### config.mk
export PLATFORM = sky130hd
export DESIGN_NAME = poly_dds_bank
export DESIGN_NICKNAME = d
export VERILOG_FILES = /design/src/rtl/poly_dds_bank.sv
export SDC_FILE = /design/constraint.sdc
export NUM_CORES = 1
export LEC_CHECK = 0
export BUFFER_PORTS_ARGS = -buffer_cell sky130_fd_sc_hd__buf_2
export CAP_MARGIN = 20
export CORE_MARGIN = 2
export CORE_UTILIZATION = 25
export CTS_CLUSTER_DIAMETER = 150
export DETAILED_ROUTE_END_ITERATION = 6
export GPL_ROUTABILITY_DRIVEN = 0
export PLACE_DENSITY = 0.48
export RECOVER_POWER = 25
export SYNTH_ARGS = -nofsm -noshare
export SYNTH_HDL_FRONTEND = slang
export SYNTH_SLANG_ARGS = --single-unit
### constraint.sdc
create_clock -name clk -period 4.9 [get_ports clk]
set_input_delay 0.49 -clock clk [delete_from_list [all_inputs] [get_ports clk]]
set_output_delay 0.49 -clock clk [all_outputs]
set_load 0.03 [all_outputs]
### src/rtl/poly_dds_bank.sv
// Polyphonic DDS phase-accumulator bank: one shared adder sweeps all voices per
// sample tick, two cycles per voice (store read, then update and write-back).
module poly_dds_bank #(
  parameter int  NUM_VOICES = 16,
  parameter int  ACC_W      = 32,
  parameter int  OUT_W      = 10,
  localparam int VW         = $clog2(NUM_VOICES)
) (
  input  logic             clk,
  input  logic             reset,
  input  logic             tick,
  input  logic             cfg_we,
  input  logic             cfg_sync,
  input  logic [VW-1:0]    cfg_addr,
  input  logic [ACC_W-1:0] cfg_delta,
  output logic             out_valid,
  output logic [VW-1:0]    out_voice,
  output logic [OUT_W-1:0] out_phase,
  output logic             out_wrap,
  output logic             busy,
  output logic             frame_done,
  output logic             overrun
);

  localparam logic [VW-1:0] LAST_V = VW'(NUM_VOICES - 1);
  localparam logic [VW:0]   NV_EXT = (VW + 1)'(NUM_VOICES);

  typedef enum logic [1:0] {S_INIT, S_IDLE, S_READ, S_UPDATE} state_t;

  state_t                state;
  logic [VW-1:0]         v;
  logic [VW-1:0]         init_cnt;
  logic [NUM_VOICES-1:0] pending;

  logic [ACC_W-1:0] acc_mem   [NUM_VOICES];
  logic [ACC_W-1:0] delta_mem [NUM_VOICES];
  logic [ACC_W-1:0] acc_rd;
  logic [ACC_W-1:0] delta_rd;
  logic [ACC_W:0]   sum;
  logic             cfg_ok;

  // Config port is dead during INIT and for addresses past the last voice.
  assign cfg_ok = (state != S_INIT) && ({1'b0, cfg_addr} < NV_EXT);
  assign busy   = (state != S_IDLE);

  // A pending sync restarts the voice from phase 0, so the carry is always clear.
  always_comb begin
    sum = {1'b0, acc_rd} + {1'b0, delta_rd};
    if (pending[v]) sum = {1'b0, delta_rd};
  end

  // NOTE: the store arrays have no reset; their contents are defined by the INIT sweep.
  always_ff @(posedge clk) begin
    if (state == S_INIT) begin
      acc_mem[init_cnt]   <= '0;
      delta_mem[init_cnt] <= '0;
    end else begin
      if (state == S_UPDATE) acc_mem[v] <= sum[ACC_W-1:0];
      if (cfg_we && cfg_ok)  delta_mem[cfg_addr] <= cfg_delta;
    end
    if (state == S_READ) begin
      acc_rd   <= acc_mem[v];
      delta_rd <= delta_mem[v];
    end
  end

  always_ff @(posedge clk or negedge reset) begin
    if (!reset) begin
      state      <= S_INIT;
      init_cnt   <= '0;
      v          <= '0;
      pending    <= '0;
      overrun    <= 1'b0;
      out_valid  <= 1'b0;
      out_voice  <= '0;
      out_phase  <= '0;
      out_wrap   <= 1'b0;
      frame_done <= 1'b0;
    end else begin
      out_valid  <= 1'b0;
      frame_done <= 1'b0;
      if (tick && (state == S_READ || state == S_UPDATE)) overrun <= 1'b1;

      case (state)
        S_INIT: begin
          if (init_cnt == LAST_V) state <= S_IDLE;
          else                    init_cnt <= init_cnt + VW'(1);
        end
        S_IDLE: begin
          if (tick) begin
            v     <= '0;
            state <= S_READ;
          end
        end
        S_READ: state <= S_UPDATE;
        S_UPDATE: begin
          out_valid <= 1'b1;
          out_voice <= v;
          out_phase <= sum[ACC_W-1 -: OUT_W];
          out_wrap  <= sum[ACC_W];
          if (v == LAST_V) begin
            frame_done <= 1'b1;
            state      <= S_IDLE;
          end else begin
            v     <= v + VW'(1);
            state <= S_READ;
          end
        end
        default: state <= S_INIT;
      endcase

      // NOTE: the set is written after the clear so that, as the later non-blocking
      // assignment, it wins when both hit the same voice in one cycle.
      if (state == S_UPDATE) pending[v] <= 1'b0;
      if (cfg_sync && cfg_ok) pending[cfg_addr] <= 1'b1;
    end
  end

endmodule
Word level (Yosys, flattened, before mapping)
Memories as Yosys holds them, arrays and structs flattened. A register that Yosys moved wholly into a read port is not among the register bits.
Index checks and enable logic that the tools add are counted.
{"block": "totals", "reg_bits": 44, "mem_bits_rw": 1024, "in_bits": 41, "out_inout_bits": 19, "elab_cells": 78, "memories": 2}
{"block": "op_classes", "n_addsub": 3, "magnitude_cmp": 4, "eq_ne": 9, "muxes": 32, "n_bitwise": 4, "reduce_logical": 14}
{"name": "acc_mem", "words": 16, "word_bits": 32, "rd": 1, "rd_ports_with_merged_regs": 1, "write_ports": 1, "line": "35", "source": "logic [ACC_W-1:0] acc_mem [NUM_VOICES];"}
{"name": "delta_mem", "words": 16, "word_bits": 32, "rd": 1, "rd_ports_with_merged_regs": 1, "write_ports": 1, "line": "36", "source": "logic [ACC_W-1:0] delta_mem [NUM_VOICES];"}
{"op": "two-way mux 32 bit", "count": 2}
{"op": "OR reduction 32 bit", "count": 2}
{"op": "adder 32 x 32 -> 33 bit", "count": 1}
{"op": "two-way mux 33 bit", "count": 1}
{"op": "two-way mux 16 bit", "count": 2}
{"op": "bitwise AND 16 bit", "count": 1}
{"op": "two-way mux 4 bit", "count": 4}
{"op": "inverter 16 bit", "count": 1}
{"op": "bitwise OR 16 bit", "count": 1}
{"op": "two-way mux 1 bit", "count": 15}
{"op": "less-than comparator 4 x 5 -> 1 bit (second input constant)", "count": 2}
{"op": "adder 4 x 1 -> 4 bit (second input constant)", "count": 2}
{"op": "demux 1 bit (select 4 bit)", "count": 2}
{"op": "== test 4 bit (second input constant)", "count": 2}
{"op": "greater-or-equal comparator 4 x 1 -> 1 bit (second input constant)", "count": 2}
{"op": "one-hot mux 2 bit (4 select lines)", "count": 1}
{"op": "one-hot mux 4 bit (2 select lines)", "count": 1}
{"op": "two-way mux 2 bit", "count": 3}
{"op": "logical AND 1 bit", "count": 5}
{"op": "binary-select mux 1 bit (select 4 bit)", "count": 1}
{"op": "== test 2 bit (second input constant)", "count": 2}
{"op": "inequality test 2 x 1 -> 1 bit (second input constant)", "count": 2}
{"op": "inequality test 2 bit (second input constant)", "count": 2}
{"op": "AND reduction 2 bit", "count": 2}
{"op": "other kinds (6)", "count": 7}

Depth between registers and ports, before layout
Gate-level depths: netlist (run 1).
{"block": "logic_depth", "depth_word": 9, "ltp_mapped": 10, "depth_no_buf": 10}

Worst setup path before layout (run 1)
Ideal clock, no wire load.
{"block": "synth_timing", "path_kind": "reg-to-reg", "startpoint": "reg v[1]", "endpoint": "mem acc_mem[2][0] (enable)", "setup_time_ps": 421, "arrival_ps": 3102, "required_time_ps": 4479, "slack_ps": 1377, "stages_incl_launch_ff": 8, "period_less_slack_ps": 3523, "path_cell_list": "dfrtp_1 > clkbuf_1 > clkbuf_1 > clkbuf_1 > buf_2 > a31oi_1 > or2_2 > nor2_1"}
{"block": "synth_via", "elab_chain_len": 1}
{"element": "from (decl)", "line": "31", "source": "logic [VW-1:0] v;"}
{"element": "from (signal assigned)", "line": "105", "source": "v <= v + VW'(1);"}
{"element": "two-way mux 4 bit (no line)"}
{"element": "to (decl)", "line": "35"}
No other way between the ends.

Final worst setup path (run 1)
{"block": "layout_timing", "startpoint": "reg state[0]", "endpoint": "mem delta_mem[2][5] (enable)"}
{"block": "layout_via", "elab_chain_len": 7, "word_cells_on_any_way": 11, "classes_between": "mux (7); reduce/logical (4)"}
{"element": "from (decl)", "line": "30", "source": "state_t state;"}
{"element": "from (signal assigned)", "line": "69", "source": "state <= S_INIT;"}
{"element": "from (signal assigned)", "line": "86", "source": "if (init_cnt == LAST_V) state <= S_IDLE;"}
{"element": "from (signal assigned)", "line": "92", "source": "state <= S_READ;"}
{"element": "nonzero test 2 bit", "line": "43", "source": "assign cfg_ok = (state != S_INIT) && ({1'b0, cfg_addr} < NV_EXT);"}
{"element": "logical AND 1 bit", "line": "59", "source": "if (cfg_we && cfg_ok) delta_mem[cfg_addr] <= cfg_delta;"}
{"element": "two-way mux 1 bit", "line": "59"}
{"element": "two-way mux 1 bit", "line": "54", "source": "if (state == S_INIT) begin"}
{"element": "two-way mux 1 bit (implied by the code)", "line": "59"}
{"element": "OR reduction 32 bit (no line)"}
{"element": "two-way mux 4 bit (no line) / two-way mux 1 bit (equally long branches)"}
{"element": "to (decl)", "line": "36"}
Several ways; a longest one is shown, not always the timed one.

==> flow_summary.json, run 1 <==
{
  "fin_util_pct": 29.3,
  "synth_compound_area_share_pct": 2.65,
  "synth_edf_count": 1088,
  "min_path_type": "in2reg",
  "drt.antenna.violating_nets": 0,
  "root_buffer": "clkbuf_16",
  "p_total_mw": 32.6,
  "cts_buffers": 115,
  "yosysMostFrequentCell": "edfxtp_1",
  "synth_xor_area_share_pct": 0.563,
  "cp_max_fo": 32,
  "async_flop_share_pct": 3.89,
  "violations": "max-capacitance violations, max-slew violations",
  "required_ns": 5.26,
  "clock-sinks": 1132,
  "synth_top_cell_by_area": "edfxtp_1",
  "drive_above_1_share_pct": 27.5,
  "syn2layout_area_growth_pct": 16.1,
  "wire_per_inst_microns": 24.2,
  "hold_end": "overrun$_DFFE_PN0P_",
  "multiInputGateArea_sq_mm": 0.0110,
  "grtUsageTotal_pct": 12.2,
  "synth_top_family_by_area": "multiplexers",
  "vias": 21476,
  "hold_violations": 0,
  "wirelength_microns": 114000,
  "synth-simple-area-share_pct": 2.63,
  "die_w_microns": 429,
  "grt_overflow": 0,
  "fillers": 17438,
  "ios": 60,
  "r2r-end": "delta_mem[2][5]$_DFFE_PP_",
  "arrival_ns": 4.53,
  "yosysSeqAreaShare_pct": 74.9,
  "p_per_area_mw_per_mm2": 622,
  "synthCells": 2120,
  "drt_first_iter_violations": 2000,
  "finClkSkew_ns": 0.0353,
  "fp.coreArea_sq_mm": 0.179,
  "vdd_drop_max_uv": 426,
  "final_nets": 2343,
  "r2r_slack_ns": 0.72,
  "crit_type": "reg2reg",
  "netlist_area_sq_mm": 0.0451,
  "drv_slew": 137,
  "dpl-instance-area_sq_mm": 0.0487,
  "fmax_ghz": 0.239,
  "synthAdderAreaFrac_pct": 1.18,
  "detail_route.first_pass.iterations": 5,
  "fp.dieH_microns": 429,
  "clock_path_buffers": 3,
  "grt_max_degree": 85,
  "regToRegStartpoint": "state[0]$_DFFE_PN0P_",
  "antenna_found_initial": 10,
  "leakagePower_nw": 16.3,
  "ys_ff_latch": 1132,
  "die-area_sq_mm": 0.184,
  "clk_latency_ns": 0.74,
  "synth.distinct_cells": 64,
  "syn_nets": 2203,
  "dp_slack_ns": 0.979,
  "seqCellArea_sq_mm": 0.0338,
  "setup-tns-final_ns": 0,
  "tightest_slew_ns": 2.98,
  "grt_pass1_wl_microns": 164000,
  "maxCapViolCount": 5,
  "via_per_inst": 4.56,
  "ys_dominant_reg_cell": "edfxtp_1",
  "cts_resized": 0,
  "hp-start": "tick",
  "fin_crit_sh_pct": 85.2,
  "worstSetupEndpointType": "register",
  "dp_hpwl_microns": 65400,
  "yosys-top-cells-count": "1088 x edfxtp_1, 324 x mux4_2, 85 x nor2_1",
  "max-slew-margin-rel_pct": -99.0,
  "clk_pin_slew_ns": 0.06,
  "reg2reg_depth": 7,
  "drc": 0,
  "start_util_pct": 25.2,
  "grt_pass1_vias": 22851,
  "port_buffers": 59,
  "synth_mux_area_share_pct": 16.9,
  "crit_path_start": "state[0]$_DFFE_PN0P_",
  "status": "complete, but fails checks",
  "syn_area_per_cell_sq_um": 21.3,
  "synth_top_area_share_pct": 72.4,
  "fp-row-count": 155,
  "cts_tree": "done",
  "fin_crit_ns": 4.18,
  "stdcell_area_sq_mm": 0.0524,
  "yosys_warnings": 0,
  "htreeDepth": 3,
  "setup_viol_count_final": 0,
  "whs_path_depth": 3,
  "setup_ws_ns": 0.724,
  "critPathLaunchType": "register",
  "grt_setup_unrepaired": "no",
  "synthTopCellsByArea": "edfxtp_1 72%, mux4_2 16%, dfrtp_1 2.4%"
}
[cell usage in the layout (no fill, tap or decap), drive strengths merged, types with 15 or more instances in the layout]
cell type and count:
a21o 16, a21oi 36, a31oi 15, and2 36
buf 111, clkbuf 166, clkinv 53, dfrtp 44
edfxtp 1088, ha 41, inv 19, mux2i 21
mux4 324, nand2 54, nand3 15, nor2 85
o21ai 52, xnor2 20
[timing repair]
item / CTS / global route
setup buffers: 0 / 0
hold endpoints to repair: 44 / 0
endpoints found under the setup margin: 0 / 0
hold buffers: 1 / 0
[cells by family (layout without fill, tap and decap cells)]
group / Yosys count / in the layout
AOI/OAI and AO/OA: 183 / 183
xor gates and xnor gates: 29 / 29
adders and majority gates: 42 / 42
buffers and inverters: 129 / 366
DFF: 1132 / 1132
muxes: 356 / 356
other: 0 / 1
and+or+nand+nor: 249 / 249
[per-stage QoR]
| stage | hold WS (ns) | std cells |
|---|---|---|
| finish | 0.0779 | 4713 |
| global route | 0.0581 | 4712 |
| CTS | 0.0177 | 4710 |
| detailed placement | 0.454 | 4495 |
| global placement | 0.451 | 4495 |
| floorplan | 0.194 | 2120 |
[sequential cells by signal (all words and copies together), names as in the netlist]
| signal | count |
|---|---|
| out_wrap | 1 |
| delta_rd | 32 |
| acc_rd | 32 |
| pending | 16 |
| acc_mem | 512 |
| init_cnt | 4 |
| overrun | 1 |
| state | 2 |
| v | 4 |
| out_phase | 10 |
| delta_mem | 512 |
| out_voice | 4 |
| frame_done | 1 |
| out_valid | 1 |
[worst max-delay path by stage]
stage                                endpoint  slack (ns)  depth (start not counted)
floorplan             acc_mem[2][0]$_DFFE_PP_        1.38                          7
global placement     acc_mem[6][28]$_DFFE_PP_        1.01                         10
detailed placement  acc_mem[14][28]$_DFFE_PP_        0.98                         10
CTS                  acc_mem[1][28]$_DFFE_PP_        0.97                         10
global route        delta_mem[1][5]$_DFFE_PP_        0.41                          7
finish              delta_mem[2][5]$_DFFE_PP_        0.72                          7
[worst max-delay path: stages, from the launching register on]
cell      delay, ns
dfrtp_1        0.41
inv_1          0.10
ha_1           0.33
nor2b_1        0.70
clkbuf_2       0.91
a21oi_1        0.50
nor2_4         0.19
buf_4          0.62
[area by class of cell]
type / instances / share of cell area [%]
timing repair buffer: 137 / 1.67
tap: 2355 / 5.63
inverter: 15 / 0.108
clock buffer: 141 / 5.72
sequential: 1132 / 64.5
clock inverter: 73 / 1.28
multi-input combinational: 859 / 21.1
antenna: 1 / 0.00478
[layer usage]
metal / global-route usage (%) / wire, microns / up-vias
li1: - / - / 9158
met1: 15.5 / 48000 / 11642
met2: 21.5 / 58400 / 480
met3: 2.03 / 4580 / 196
met4: 3.13 / 2840 / 0
met5: 0 / 0 / -
[power by group]
| group | leakage [nW] | total (mW) | internal (mW) | switching (mW) |
|---|---|---|---|---|
| combinational | 3.92 | 9.89 | 3.88 | 6.01 |
| sequential | 10.6 | 14.1 | 13.4 | 0.695 |
| clock | 1.76 | 8.55 | 4.82 | 3.72 |
Power figures use the tool's default switching activity.
==> run 2: changes to the inputs <==
--- a/config.mk
+++ b/config.mk
@@ -12,7 +12,7 @@
 export CTS_CLUSTER_DIAMETER = 150
 export DETAILED_ROUTE_END_ITERATION = 6
 export GPL_ROUTABILITY_DRIVEN = 0
-export PLACE_DENSITY = 0.48
+export PLACE_DENSITY = 0.41
 export RECOVER_POWER = 25
 export SYNTH_ARGS = -nofsm -noshare
 export SYNTH_HDL_FRONTEND = slang
==> run 2 against run 1 <==
Net effect:
- the flow still finishes with violations (max-capacitance violations, max-slew violations)
- flip-flop and latch count unchanged
- die area unchanged
- design area increased by 0.47%
- via count rose by 0.93%
- count of clock-buffer cells in the layout up 21
- worst setup slack improved by 0.073 ns
- sequential share of layout area down 0.30 points
- global-route usage grew 0.68 points
- highest routed layer unchanged
- critical path type unchanged
==> flow_summary.json, run 2 (same netlist as run 1, synthesis figures left out) <==
{
  "status": "complete, but fails checks",
  "violations": "max-capacitance violations, max-slew violations",
  "tightest_slew_ns": 2.82,
  "cts-hold-fix-buffers": 1,
  "wl_met1_microns": 52800,
  "root_buffer": "clkbuf_16",
  "cts_tree": "done",
  "fin_crit_ns": 4.10,
  "crit_slowest_cell": "ha_1",
  "p_per_area_mw_per_mm2": 636,
  "drv_slew": 434,
  "grtUsageTotal_pct": 12.9,
  "wirelength_microns": 119000,
  "drive_above_1_share_pct": 27.8,
  "arrival_ns": 4.29,
  "setup-tns-final_ns": 0,
  "dp_hpwl_microns": 65700,
  "clk_pin_slew_ns": 0.06,
  "drt.antenna.violating_nets": 0,
  "grt_pass1_vias": 23371,
  "maxCapViolCount": 11,
  "drc": 0,
  "cp_num_buf_inv": 1,
  "detail_route.first_pass.iterations": 5,
  "leakagePower_nw": 16.4,
  "max_stage_delay_ns": 1.27,
  "via_per_inst": 4.60,
  "worstSetupEndpointType": "register",
  "reg.largest.list": "acc_mem: 512 flops, delta_mem: 512 flops",
  "fp.dieH_microns": 429,
  "cts_setup_buffers": 0,
  "fp-row-count": 155,
  "clk_latency_ns": 0.73,
  "vdd_drop_max_uv": 321,
  "stdcell_area_sq_mm": 0.0526,
  "setup_viol_count_final": 0,
  "seqCellArea_sq_mm": 0.0338,
  "clock-sinks": 1132,
  "fin_crit_sh_pct": 83.7,
  "hold_violations": 0,
  "cp_max_fo": 42,
  "final_common_cell": "edfxtp_1",
  "min_path_type": "in2reg",
  "clock_path_buffers": 3,
  "grt_pass1_wl_microns": 173000,
  "grt_setup_unrepaired": "no",
  "fmax_ghz": 0.244,
  "wl_met2_microns": 59800,
  "cts_resized": 0,
  "finClkSkew_ns": 0.0162,
  "max-slew-margin-rel_pct": -87.9,
  "mostFrequentLayoutCells": "1088 x edfxtp_1, 324 x mux4_2, 125 x clkbuf_16, 56 x nor2_1",
  "wire_per_inst_microns": 25.3,
  "cp_top_family": "adder cells",
  "ios": 60,
  "final_nets": 2342,
  "port_buffers": 59,
  "multiInputGateArea_sq_mm": 0.0110,
  "fillers": 17462,
  "cts_buffers": 121,
  "routed.top_layer": "met4",
  "syn2layout_area_growth_pct": 16.6,
  "die_w_microns": 429,
  "dpl-instance-area_sq_mm": 0.0488,
  "vias": 21675,
  "start_util_pct": 25.2,
  "grt_max_degree": 129,
  "route.met3.wl_microns": 3830,
  "required_ns": 5.08,
  "crit_type": "reg2reg",
  "fp.coreArea_sq_mm": 0.179,
  "grt_overflow": 0,
  "holdWs_ns": 0.0788,
  "critPathLaunchType": "register",
  "die-area_sq_mm": 0.184,
  "htreeDepth": 3,
  "antenna_found_initial": 5,
  "crit_path_cell_trace": "ha_1, nor3_1, a31oi_1, or2_0, nor2_4, clkbuf_2",
  "drt_first_iter_violations": 1542
}
[run 2: cell count changes in the layout (fill, tap and decap cells not counted), moves of 4 or more]
cell / change
clkinv_1: -14
buf_12: +10
clkbuf_1: +5
clkbuf_16: +9
buf_4: -17
clkinv_2: +5
clkbuf_8: +6
clkinv_4: -4
[run 2: tightest hold or removal path: cells and delay by family]
family | cells | cell delay (ns)
AOI/OAI and AO/OA | 1 | 0.08
buffers and inverters | 1 | 0.13
and+or+nand+nor | 1 | 0.06
[run 2: metal layers]
layer,track usage (%),vias up
met5,0,-
met4,3.23,0
met3,1.90,171
met2,22.0,403
met1,17.2,11944
li1,-,9157
[run 2: layout make-up]
class,instances,share of cell area (%)
clock inverters,54,0.942
multi-input cells,859,21.0
repair buffers,130,1.80
flip-flops and latches,1132,64.2
well taps,2355,5.60
clock buffers,162,6.32
inverters,15,0.107
diodes,3,0.0143
[run 2: worst paths after layout]
check | startpoint | end | slack, ns | cells after the start
setup reg to reg | state[1]$_DFFE_PN0P_ | acc_mem[9][5]$_DFFE_PP_ | 0.80 | 6
setup / recovery | state[1]$_DFFE_PN0P_ | acc_mem[9][5]$_DFFE_PP_ | 0.80 | 6
max in group asynchronous | reset | v[3]$_DFFE_PN0P_ | 1.61 | 3
hold / removal | tick | overrun$_DFFE_PN0P_ | 0.08 | 3
hold reg to reg | overrun$_DFFE_PN0P_ | overrun$_DFFE_PN0P_ | 0.46 | 1
min in group asynchronous | reset | out_phase[3]$_DFFE_PN0P_ | 1.31 | 3
[run 2: where the power goes]
group / internal [mW] / total (mW) / switching (mW)
Clock: 5.18 / 8.90 / 3.72
Sequential: 13.4 / 14.1 / 0.624
Combinational: 4.04 / 10.5 / 6.46
[run 2: per-stage QoR]
step | utilization [%] | instances | worst slack (ns) | power, mW
finish | 29.4 | 4710 | 0.797 | 33.5
global route | 29.4 | 4707 | 0.455 | 35.1
floorplan | - | 2120 | 1.38 | 20.8
detailed placement | 27.3 | 4489 | 1.05 | 25.0
global placement | 27.3 | 4489 | 1.19 | 24.8
CTS | 29.5 | 4706 | 1.01 | 34.0
==> run 3: changes to the inputs <==
==> constraint.sdc (replaced) <==
create_clock -name clk -period 3.9 [get_ports clk]
set_input_delay 0.39 -clock clk [delete_from_list [all_inputs] [get_ports clk]]
set_output_delay 0.39 -clock clk [all_outputs]
set_load 0.03 [all_outputs]
==> run 3 against run 2 <==
Net effect:
- the run still ends with max-capacitance violations, max-slew violations left
- die area is the same
- core utilization grew 0.097 points
- clock skew grew 0.010 ns
- sequential power grew 24%
- count of clock-buffer cells in the layout shrank 16
- critical endpoint is now acc_mem[4][6]$_DFFE_PP_
- first-iteration DRC count grew 19%
- combinational power grew 28%
==> flow_summary.json, run 3 (same netlist as run 1, synthesis figures left out) <==
{
  "grtUsageTotal_pct": 12.8,
  "p_clk_share_pct": 26.0,
  "reg.largest.list": "acc_mem: 512 flops, delta_mem: 512 flops",
  "finClkSkew_ns": 0.0266,
  "port_buffers": 59,
  "p_seq_share_pct": 41.9,
  "clock_path_buffers": 3,
  "max_stage_delay_ns": 1.18,
  "maxCapViolCount": 2,
  "drc": 0,
  "r2r-end": "acc_mem[4][6]$_DFFE_PP_",
  "crit_path_cell_trace": "ha_1, a31oi_1, or2_0, nor2_1, buf_12",
  "tightest_slew_ns": 2.87,
  "cts_setup_buffers": 0,
  "drv_slew": 56,
  "p_switching_mw": 13.6,
  "cp_num_buf_inv": 1,
  "violations": "max-capacitance violations, max-slew violations",
  "grt_pass1_vias": 23000,
  "p_per_area_mw_per_mm2": 793,
  "final_nets": 2369,
  "intPower_mw": 28.2,
  "crit_type": "reg2reg",
  "fp-row-count": 155,
  "final_common_cell": "edfxtp_1",
  "fp.dieH_microns": 429,
  "hold_end": "pending[3]$_DFF_PN0_",
  "fin_util_pct": 29.5,
  "grtUsageMet3_pct": 1.98,
  "status": "complete, but fails checks",
  "clk_latency_ns": 0.74,
  "vias": 21658,
  "clock-sinks": 1132,
  "top_usage_layer": "met2",
  "grt_max_degree": 104,
  "fillers": 17427,
  "setup_viol_count_final": 0,
  "arrival_ns": 4.09,
  "ios": 60,
  "drt.antenna.violating_nets": 0,
  "fin_crit_sh_pct": 94.4,
  "grt_overflow": 0,
  "detail_route.first_pass.iterations": 5,
  "cts_buffers": 117,
  "grt_use_met1_pct": 17.5,
  "grt.met2_usage_pct": 21.2,
  "wire_per_inst_microns": 25.0,
  "start_util_pct": 25.2,
  "swShare_pct": 32.5,
  "drt_first_iter_violations": 1834,
  "leakagePower_nw": 16.5,
  "setup-tns-final_ns": 0,
  "grt_pass1_wl_microns": 170000,
  "cp_top_family": "simple AND/OR/NAND/NOR gates",
  "fin_crit_ns": 3.68,
  "worstSetupEndpointType": "register",
  "regToRegStartpoint": "state[1]$_DFFE_PN0P_",
  "die_w_microns": 429,
  "wirelength_microns": 118000,
  "critPathLaunchType": "register",
  "r2r_slack_ns": 0.22,
  "mostFrequentLayoutCells": "1088 x edfxtp_1, 324 x mux4_2, 119 x clkbuf_16, 60 x nor2_1, 54 x buf_4",
  "hp-start": "cfg_addr[1]",
  "reg2reg_depth": 5,
  "required_ns": 4.31,
  "syn2layout_area_growth_pct": 17.0,
  "via_per_inst": 4.57,
  "crit_slowest_cell": "nor2_1",
  "crit_path_start": "state[1]$_DFFE_PN0P_",
  "cts_tree": "done",
  "root_buffer": "clkbuf_16",
  "antenna_cells": 0,
  "fmax_ghz": 0.272,
  "die-area_sq_mm": 0.184,
  "min_path_type": "in2reg",
  "vdd_drop_max_uv": 451,
  "clk_pin_slew_ns": 0.06,
  "hold_violations": 0,
  "htreeDepth": 3,
  "grt_setup_unrepaired": "no",
  "whs_path_depth": 3,
  "fp.coreArea_sq_mm": 0.179,
  "dp_hpwl_microns": 69100,
  "antenna_found_initial": 15,
  "drive_above_1_share_pct": 27.9,
  "cp.depth": 5,
  "cp_max_fo": 28,
  "max-slew-margin-rel_pct": -91.6,
  "combPwrFrac_pct": 32.1
}
run 3: changes by cell type in the layout (fill, tap and decap cells not counted), sizes merged:
cell	before	now
clkinvlp	6	7
dlygate4sd3	1	5
inv	17	18
buf	104	121
clkinv	37	47
bufinv	9	10
diode	3	0
clkbuf	187	181
run 3: cell type report:
| cell class | count | area (sq um) | area share [%] |
|---|---|---|---|
| timing repair buffer | 161 | 1330 | 2.53 |
| sequential | 1132 | 33800 | 64.0 |
| clock buffer | 146 | 3080 | 5.83 |
| clock inverter | 67 | 579 | 1.10 |
| tap | 2355 | 2950 | 5.58 |
| inverter | 15 | 56.3 | 0.107 |
| multi-input combinational | 859 | 11000 | 20.8 |
run 3: timing repair:
item / 4_1_cts / 5_1_grt
endpoints found under the hold margin: 49 / 0
endpoints found under the setup margin: 0 / 32
hold buffers: 5 / 0
resized for setup: 0 / 2
run 3: layer usage:
metal  routed length (microns)  part of all wire, %
met1                     53200                   45
met2                     57800                   49
met3                      4550                  3.8
met4                      2720                  2.3
met5                        12                0.010
run 3: how the worst max path moves through the flow:
stage                                     endpoint  slack (ns)
final                      acc_mem[4][6]$_DFFE_PP_        0.22
after global placement    acc_mem[8][31]$_DFFE_PP_        0.02
after floorplan            acc_mem[2][0]$_DFFE_PP_        0.38
after global routing      acc_mem[3][20]$_DFFE_PP_       0.007
after detailed placement  acc_mem[8][25]$_DFFE_PP_        0.08
after CTS                 acc_mem[2][25]$_DFFE_PP_        0.02
run 3: per-stage QoR:
stage	total power [mW]	hold slack [ns]	area, sq um	instances	setup WS [ns]
2_1_floorplan	26.1	0.0944	45100	2120	0.377
3_3_place_gp	31.4	0.453	49200	4511	0.0164
3_5_place_dp	31.6	0.459	49200	4512	0.0820
4_1_cts	42.6	0.0715	52900	4730	0.0156
5_1_grt	43.9	0.100	52800	4735	0.00721
6_report	41.8	0.145	52800	4735	0.218
run 3: power by group through the flow:
stage | logic, mW | registers (mW) | clock network [mW]
after detailed placement | 13.8 | 17.8 | 0
after floorplan | 8.50 | 17.6 | 0
final | 13.4 | 17.5 | 10.9
after global routing | 14.6 | 17.7 | 11.7
after global placement | 13.7 | 17.7 | 0
after CTS | 13.9 | 17.6 | 11.2
run 3: worst register-to-register path, cell delays in order (launching register included):
cell,delay [ns]
dfrtp_1,0.42
ha_1,0.84
a31oi_1,0.18
or2_0,0.39
nor2_1,1.18
buf_12,0.30
